## config.mk

```make
export PLATFORM = sky130hd
export DESIGN_NAME = dv_checkpoint_monitor
export DESIGN_NICKNAME = d
export VERILOG_FILES = /design/src/rtl/dv_checkpoint_monitor.sv
export SDC_FILE = /design/constraint.sdc
export NUM_CORES = 1
export LEC_CHECK = 0
export BUFFER_PORTS_ARGS = -buffer_cell sky130_fd_sc_hd__clkbuf_2
export CORE_MARGIN = 4
export CORE_UTILIZATION = 54
export DETAILED_ROUTE_END_ITERATION = 7
export GPL_ROUTABILITY_DRIVEN = 0
export HOLD_SLACK_MARGIN = 0.1
export PLACE_DENSITY = 0.8
export SYNTH_ARGS = -nofsm -noshare
export SYNTH_HDL_FRONTEND = slang
export SYNTH_SLANG_ARGS = --single-unit
```

## constraint.sdc

```tcl
create_clock -name wb_clk_i -period 3.65 [get_ports wb_clk_i]
set_input_delay 0.1825 -clock wb_clk_i [delete_from_list [all_inputs] [get_ports wb_clk_i]]
set_output_delay 0.1825 -clock wb_clk_i [all_outputs]
set_load 0.1 [all_outputs]
```

## src/rtl/dv_checkpoint_monitor.sv

```systemverilog
// Checkpoint monitor: synchronizes and filters a firmware status bus and tracks an ordered list of expected codes under a timeout.
// Optional macro CHK_MON_STRICT_EN: any unexpected nonzero stable code in WAIT fails the run.
module dv_checkpoint_monitor #(
    parameter int CHK_W      = 16,
    parameter int NUM_CHK    = 4,
    parameter int STG_W      = 2,
    parameter int TMO_W      = 24,
    parameter int STABLE_CYC = 3
) (
    input  logic                     wb_clk_i,
    input  logic                     wb_rst_i,
    input  logic                     start_i,
    input  logic [TMO_W-1:0]         tmo_cyc_i,
    input  logic [NUM_CHK*CHK_W-1:0] exp_codes_i,
    input  logic [CHK_W-1:0]         chk_bits_i,
    output logic                     busy_o,
    output logic [STG_W-1:0]         stage_o,
    output logic                     pass_o,
    output logic                     fail_o,
    output logic                     timeout_o,
    output logic [CHK_W-1:0]         last_code_o
);

    localparam int CNT_W = (STABLE_CYC < 2) ? 1 : $clog2(STABLE_CYC + 1);

    typedef enum logic [1:0] {ST_IDLE, ST_WAIT, ST_PASS, ST_FAIL} state_t;

    state_t             state_q, state_d;
    logic [CHK_W-1:0]   sync1_q, sync1_d, sync2_q, sync2_d, hold_q, hold_d;
    logic [CHK_W-1:0]   last_code_q, last_code_d;
    logic [CNT_W-1:0]   cnt_q, cnt_d;
    logic [STG_W-1:0]   stage_q, stage_d, stage_inc;
    logic [TMO_W-1:0]   tmo_q, tmo_d, tmo_inc;
    logic               pass_q, pass_d, fail_q, fail_d, timeout_q, timeout_d;
    logic               changed, stable_evt, code_match, tmo_hit;
    logic [CHK_W-1:0]   exp_cur;
    logic [CHK_W-1:0]   exp_arr [NUM_CHK];

    genvar gi;
    generate
        for (gi = 0; gi < NUM_CHK; gi++) begin : g_exp
            assign exp_arr[gi] = exp_codes_i[gi*CHK_W +: CHK_W];
        end
    endgenerate

    assign changed = (sync2_q != hold_q);

    // A code fires exactly once, on the cycle its hold count reaches STABLE_CYC.
    generate
        if (STABLE_CYC == 0) begin : g_nofilt
            assign stable_evt = changed;
        end else begin : g_filt
            assign stable_evt = !changed && (cnt_q == CNT_W'(STABLE_CYC - 1));
        end
    endgenerate

    always_comb begin
        sync1_d     = chk_bits_i;
        sync2_d     = sync1_q;
        hold_d      = sync2_q;
        cnt_d       = cnt_q;
        last_code_d = last_code_q;
        if (start_i) begin
            // Saturating the counter discards whatever code is currently being filtered.
            cnt_d = CNT_W'(STABLE_CYC);
        end else if (changed) begin
            cnt_d = '0;
        end else if (cnt_q != CNT_W'(STABLE_CYC)) begin
            cnt_d = cnt_q + 1'b1;
        end
        if (stable_evt && !start_i) begin
            last_code_d = sync2_q;
        end
    end

    always_comb begin
        exp_cur = '0;
        for (int k = 0; k < NUM_CHK; k++) begin
            if (stage_q == STG_W'(k)) exp_cur = exp_arr[k];
        end
    end

`ifdef CHK_MON_STRICT_EN
    logic [CHK_W-1:0] prev_code;
    logic             have_prev, code_bad;

    always_comb begin
        prev_code = '0;
        have_prev = 1'b0;
        for (int k = 0; k < NUM_CHK; k++) begin
            if (stage_q == STG_W'(k + 1)) begin
                prev_code = exp_arr[k];
                have_prev = 1'b1;
            end
        end
    end

    // Zero is the idle bus value and the repeat of the last matched code is benign.
    assign code_bad = stable_evt && (sync2_q != exp_cur) && (sync2_q != '0)
                      && !(have_prev && (sync2_q == prev_code));
`endif

    assign stage_inc  = stage_q + 1'b1;
    assign tmo_inc    = (&tmo_q) ? tmo_q : tmo_q + 1'b1;
    assign tmo_hit    = (tmo_cyc_i != '0) && (tmo_inc == tmo_cyc_i);
    assign code_match = stable_evt && (sync2_q == exp_cur);

    always_comb begin
        state_d   = state_q;
        stage_d   = stage_q;
        tmo_d     = tmo_q;
        pass_d    = pass_q;
        fail_d    = fail_q;
        timeout_d = timeout_q;
        if (start_i) begin
            state_d   = ST_WAIT;
            stage_d   = '0;
            tmo_d     = '0;
            pass_d    = 1'b0;
            fail_d    = 1'b0;
            timeout_d = 1'b0;
        end else if (state_q == ST_WAIT) begin
            tmo_d = tmo_inc;
            if (code_match && (stage_inc == STG_W'(NUM_CHK))) begin
                stage_d = stage_inc;
                state_d = ST_PASS;
                pass_d  = 1'b1;
            end else begin
                if (code_match) stage_d = stage_inc;
                if (tmo_hit) begin
                    state_d   = ST_FAIL;
                    fail_d    = 1'b1;
                    timeout_d = 1'b1;
                end
`ifdef CHK_MON_STRICT_EN
                else if (code_bad) begin
                    state_d = ST_FAIL;
                    fail_d  = 1'b1;
                end
`endif
            end
        end
    end

    always_ff @(posedge wb_clk_i or posedge wb_rst_i) begin
        if (wb_rst_i) begin
            state_q     <= ST_IDLE;
            sync1_q     <= '0;
            sync2_q     <= '0;
            hold_q      <= '0;
            cnt_q       <= '0;
            last_code_q <= '0;
            stage_q     <= '0;
            tmo_q       <= '0;
            pass_q      <= 1'b0;
            fail_q      <= 1'b0;
            timeout_q   <= 1'b0;
        end else begin
            state_q     <= state_d;
            sync1_q     <= sync1_d;
            sync2_q     <= sync2_d;
            hold_q      <= hold_d;
            cnt_q       <= cnt_d;
            last_code_q <= last_code_d;
            stage_q     <= stage_d;
            tmo_q       <= tmo_d;
            pass_q      <= pass_d;
            fail_q      <= fail_d;
            timeout_q   <= timeout_d;
        end
    end

    assign busy_o      = (state_q == ST_WAIT);
    assign stage_o     = stage_q;
    assign pass_o      = pass_q;
    assign fail_o      = fail_q;
    assign timeout_o   = timeout_q;
    assign last_code_o = last_code_q;

endmodule

```

==> metrics <==
Initial Utilization 55.7%; DRT iter0 DRCs 355; clk root buf clkbuf_8; clock skew 0.0114 ns; Area Overhead vs Synth 20.4%; Seq/Total Area, Yosys 43.9%; status complete, no violations; ys async rst share 100%; Area after DPL 6180 sq um; critical path data arrival time 3.58 ns; Leakage 2.95 nW; EDFF count, synth 0; port buffer count 128; worst-case clock buffer depth 2; Final Cycle Share 91.1%; pwr dens 325 nW/um^2; Pins Over Slew Limit 0; Area contributors post-synth dfrtp_1 (44%), xor2_1 (6.2%), xnor2_1 (4.2%); cell count after synthesis 546; post-CTS resize count 0; crit-path cells inv_1, ha_1, nand2b_1, o22ai_1, nor3_1, or4_4, nor4_4, o2111a_2, mux2_1; Reg clk slew, reported paths 0.10 ns; drt first pass iters 7; initial antenna violation count 0; Final Core Density 67.1%; clk_lat worst skew 0.38 ns; area leader, netlist dfrtp_1; CP Data Required Time 3.91 ns; final setup fails 0; Post-synth top flop dfrtp_1; max_slew headroom 41.8%; Psw 0.000535 W; WL/cell 18.0 um; Detail Placement HPWL 11.1 mm; crit path launch type register; largest fanout on the critical path 14; YS warnings 0; GRT Util Overall 25.8%; die area 11,800 sq um; Via density 6.02; H-tree Lvls 3; IR drop worst, VDD 0.353 mV; TritonCTS clock tree built; CP max stage delay 0.55 ns; most frequent cells in the layout clkbuf_2 (128), dfrtp_1 (96), nor2_1 (40); Final Routed Wirelength 14.7 mm; Diodes inserted 0; Slew @ Worst Pin 0.873 ns; vias 4,922; Rows 36; CTS buffer count 9; first-pass GRT wire length 23.6 mm; Finished Cell Area 6590 sq um; Nets 793; Synth top area share 43.9%; CP Class reg -> reg; Sw Share 25.0%; Hold Violations, Final 0; unrepaired setup endpoints after global routing no; layout cell share with drive strength beyond 1 27.0%; syn_nets 660; Die H 109 um; hold crit path type in -> reg; clock group share of total power 36.6%; Setup TNS 0 ns; DRC 0; largest net degree at the start of global routing 76; vias in the first global route 4,819; Mapped Area 5470 sq um; Combinational Power Share 10.8%; min Tclk post-route 3.32 ns; Die X 109 um; CP max-delay cell or4_4; #FFs+latches synth 96; f_max 301 MHz; floorplan core area 9820 sq um; Synth cell types 72; GRT overflow 0; P_int 0.00160 W; remaining antenna violation count 0; Max Cap Violations 0; Avg Synthesized Cell Area 10.0 sq um; I/O pin count 129; Setup crit end kind register; clock tree sinks 96; most common cell after layout, fill and taps aside clkbuf_2; Flop pwr share 52.6%
## power groups by stage
stage	combinational (W)	sequential, W	clock (W)
final	0.000232	0.00112	0.000782
after global routing	0.000258	0.00113	0.000848
after CTS	0.000230	0.00112	0.000802
after detailed placement	0.000215	0.00114	0
after global placement	0.000212	0.00114	0
after floorplan	0.000125	0.00113	0
## flip-flops by register name, summed over array words and instances (netlist names)
| register | flops |
|---|---|
| pass_o | 1 |
| tmo_q | 24 |
| sync1_q | 16 |
| cnt_q | 2 |
| stage_o | 2 |
| state_q | 2 |
| timeout_o | 1 |
| hold_d | 16 |
| last_code_o | 16 |
| hold_q | 16 |
## metrics by stage
stage	setup WS [ns]	hold WS, ns	std cells	power (W)
2_1_floorplan	0.0744	0.214	546	0.00126
3_3_place_gp	0.539	0.290	784	0.00135
3_5_place_dp	0.371	0.292	784	0.00136
4_1_cts	0.364	0.305	817	0.00216
5_1_grt	0.111	0.307	817	0.00223
6_report	0.325	0.317	817	0.00214
## worst paths after layout
| check | from | cells after the start | end | slack [ns] |
|---|---|---|---|---|
| min in group asynchronous | wb_rst_i | 3 | tmo_q[0]$_DFFE_PP0P_ | 0.54 |
| setup / recovery | stage_o[0]$_DFFE_PP0P_ | 9 | stage_o[0]$_DFFE_PP0P_ | 0.33 |
| setup reg to reg | stage_o[0]$_DFFE_PP0P_ | 9 | stage_o[0]$_DFFE_PP0P_ | 0.33 |
| hold reg to reg | sync1_q[1]$_DFF_PP0_ | 0 | hold_d[1]$_DFF_PP0_ | 0.35 |
| max in group asynchronous | wb_rst_i | 4 | hold_d[0]$_DFF_PP0_ | 2.30 |
| hold / removal | tmo_cyc_i[14] | 5 | timeout_o$_DFFE_PP0P_ | 0.32 |
## cells by family (layout without fill, tap and decap cells)
logic type / after synthesis / count (layout) / synth area share, %
simple gates: 209 / 209 / 22.0
compound gates: 99 / 99 / 13.7
flops: 96 / 96 / 43.9
xor+xnor: 65 / 65 / 10.4
buf+inv: 47 / 185 / 3.75
mux: 23 / 23 / 4.62
fa+ha+maj: 7 / 7 / 1.60
## critical path: cells and delay by family, from the launching register on
| kind | cells | cell delay [ns] |
|---|---|---|
| AOI/OAI and AO/OA | 2 | 0.59 |
| adders and majority gates | 1 | 0.45 |
| buffers and inverters | 1 | 0.12 |
| DFF | 1 | 0.44 |
| muxes | 1 | 0.34 |
| and+or+nand+nor | 4 | 1.27 |
## synth_stat cells (2+ instances only)
master     number
dfrtp_1        96
nor2_1         40
xor2_1         39
nand2_1        37
nor4_1         26
xnor2_1        26
nand4_1        21
inv_1          19
nor3_1         18
mux2_2         17
a21oi_1        16
clkbuf_1       16
o22ai_1        11
nor2b_1        10
o21ai_0        10
a221oi_1        9
o21a_1          9
and3_1          8
buf_2           8
nand3_1         8
ha_1            7
and4_1          6
a22oi_1         5
mux2i_1         5
or3_1           5
a211oi_1        4
a221o_1         4
a311oi_1        3
nand3b_1        3
nor3b_1         3
o211ai_1        3
o31ai_1         3
a2111oi_0       2
a221oi_2        2
a22o_1          2
a31oi_1         2
a41oi_1         2
buf_6           2
nand2b_1        2
nand4b_1        2
nor4b_1         2
o2111ai_1       2
or3_2           2
## cell type report
cell class | instances | area (sq um)
multi-input cells | 403 | 2860
fillers | 799 | 3230
well taps | 133 | 166
inverters | 19 | 73.8
clock buffers | 10 | 128
clock inverters | 6 | 103
flip-flops and latches | 96 | 2400
repair buffers | 150 | 848
## layer usage
metal	global-route usage (%)	vias up	part of all wire, %
met3	5.03	50	6.1
li1	-	2289	-
met2	42.9	219	49
met5	0	-	0
met4	10.5	0	3.1
met1	33.2	2364	42
## repair_timing
action                    4_1_cts  5_1_grt
hold buffers                   17        0
setup buffers                   0        0
hold endpoints to repair       90        0
No activity file was read; power rests on OpenSTA's default activity.
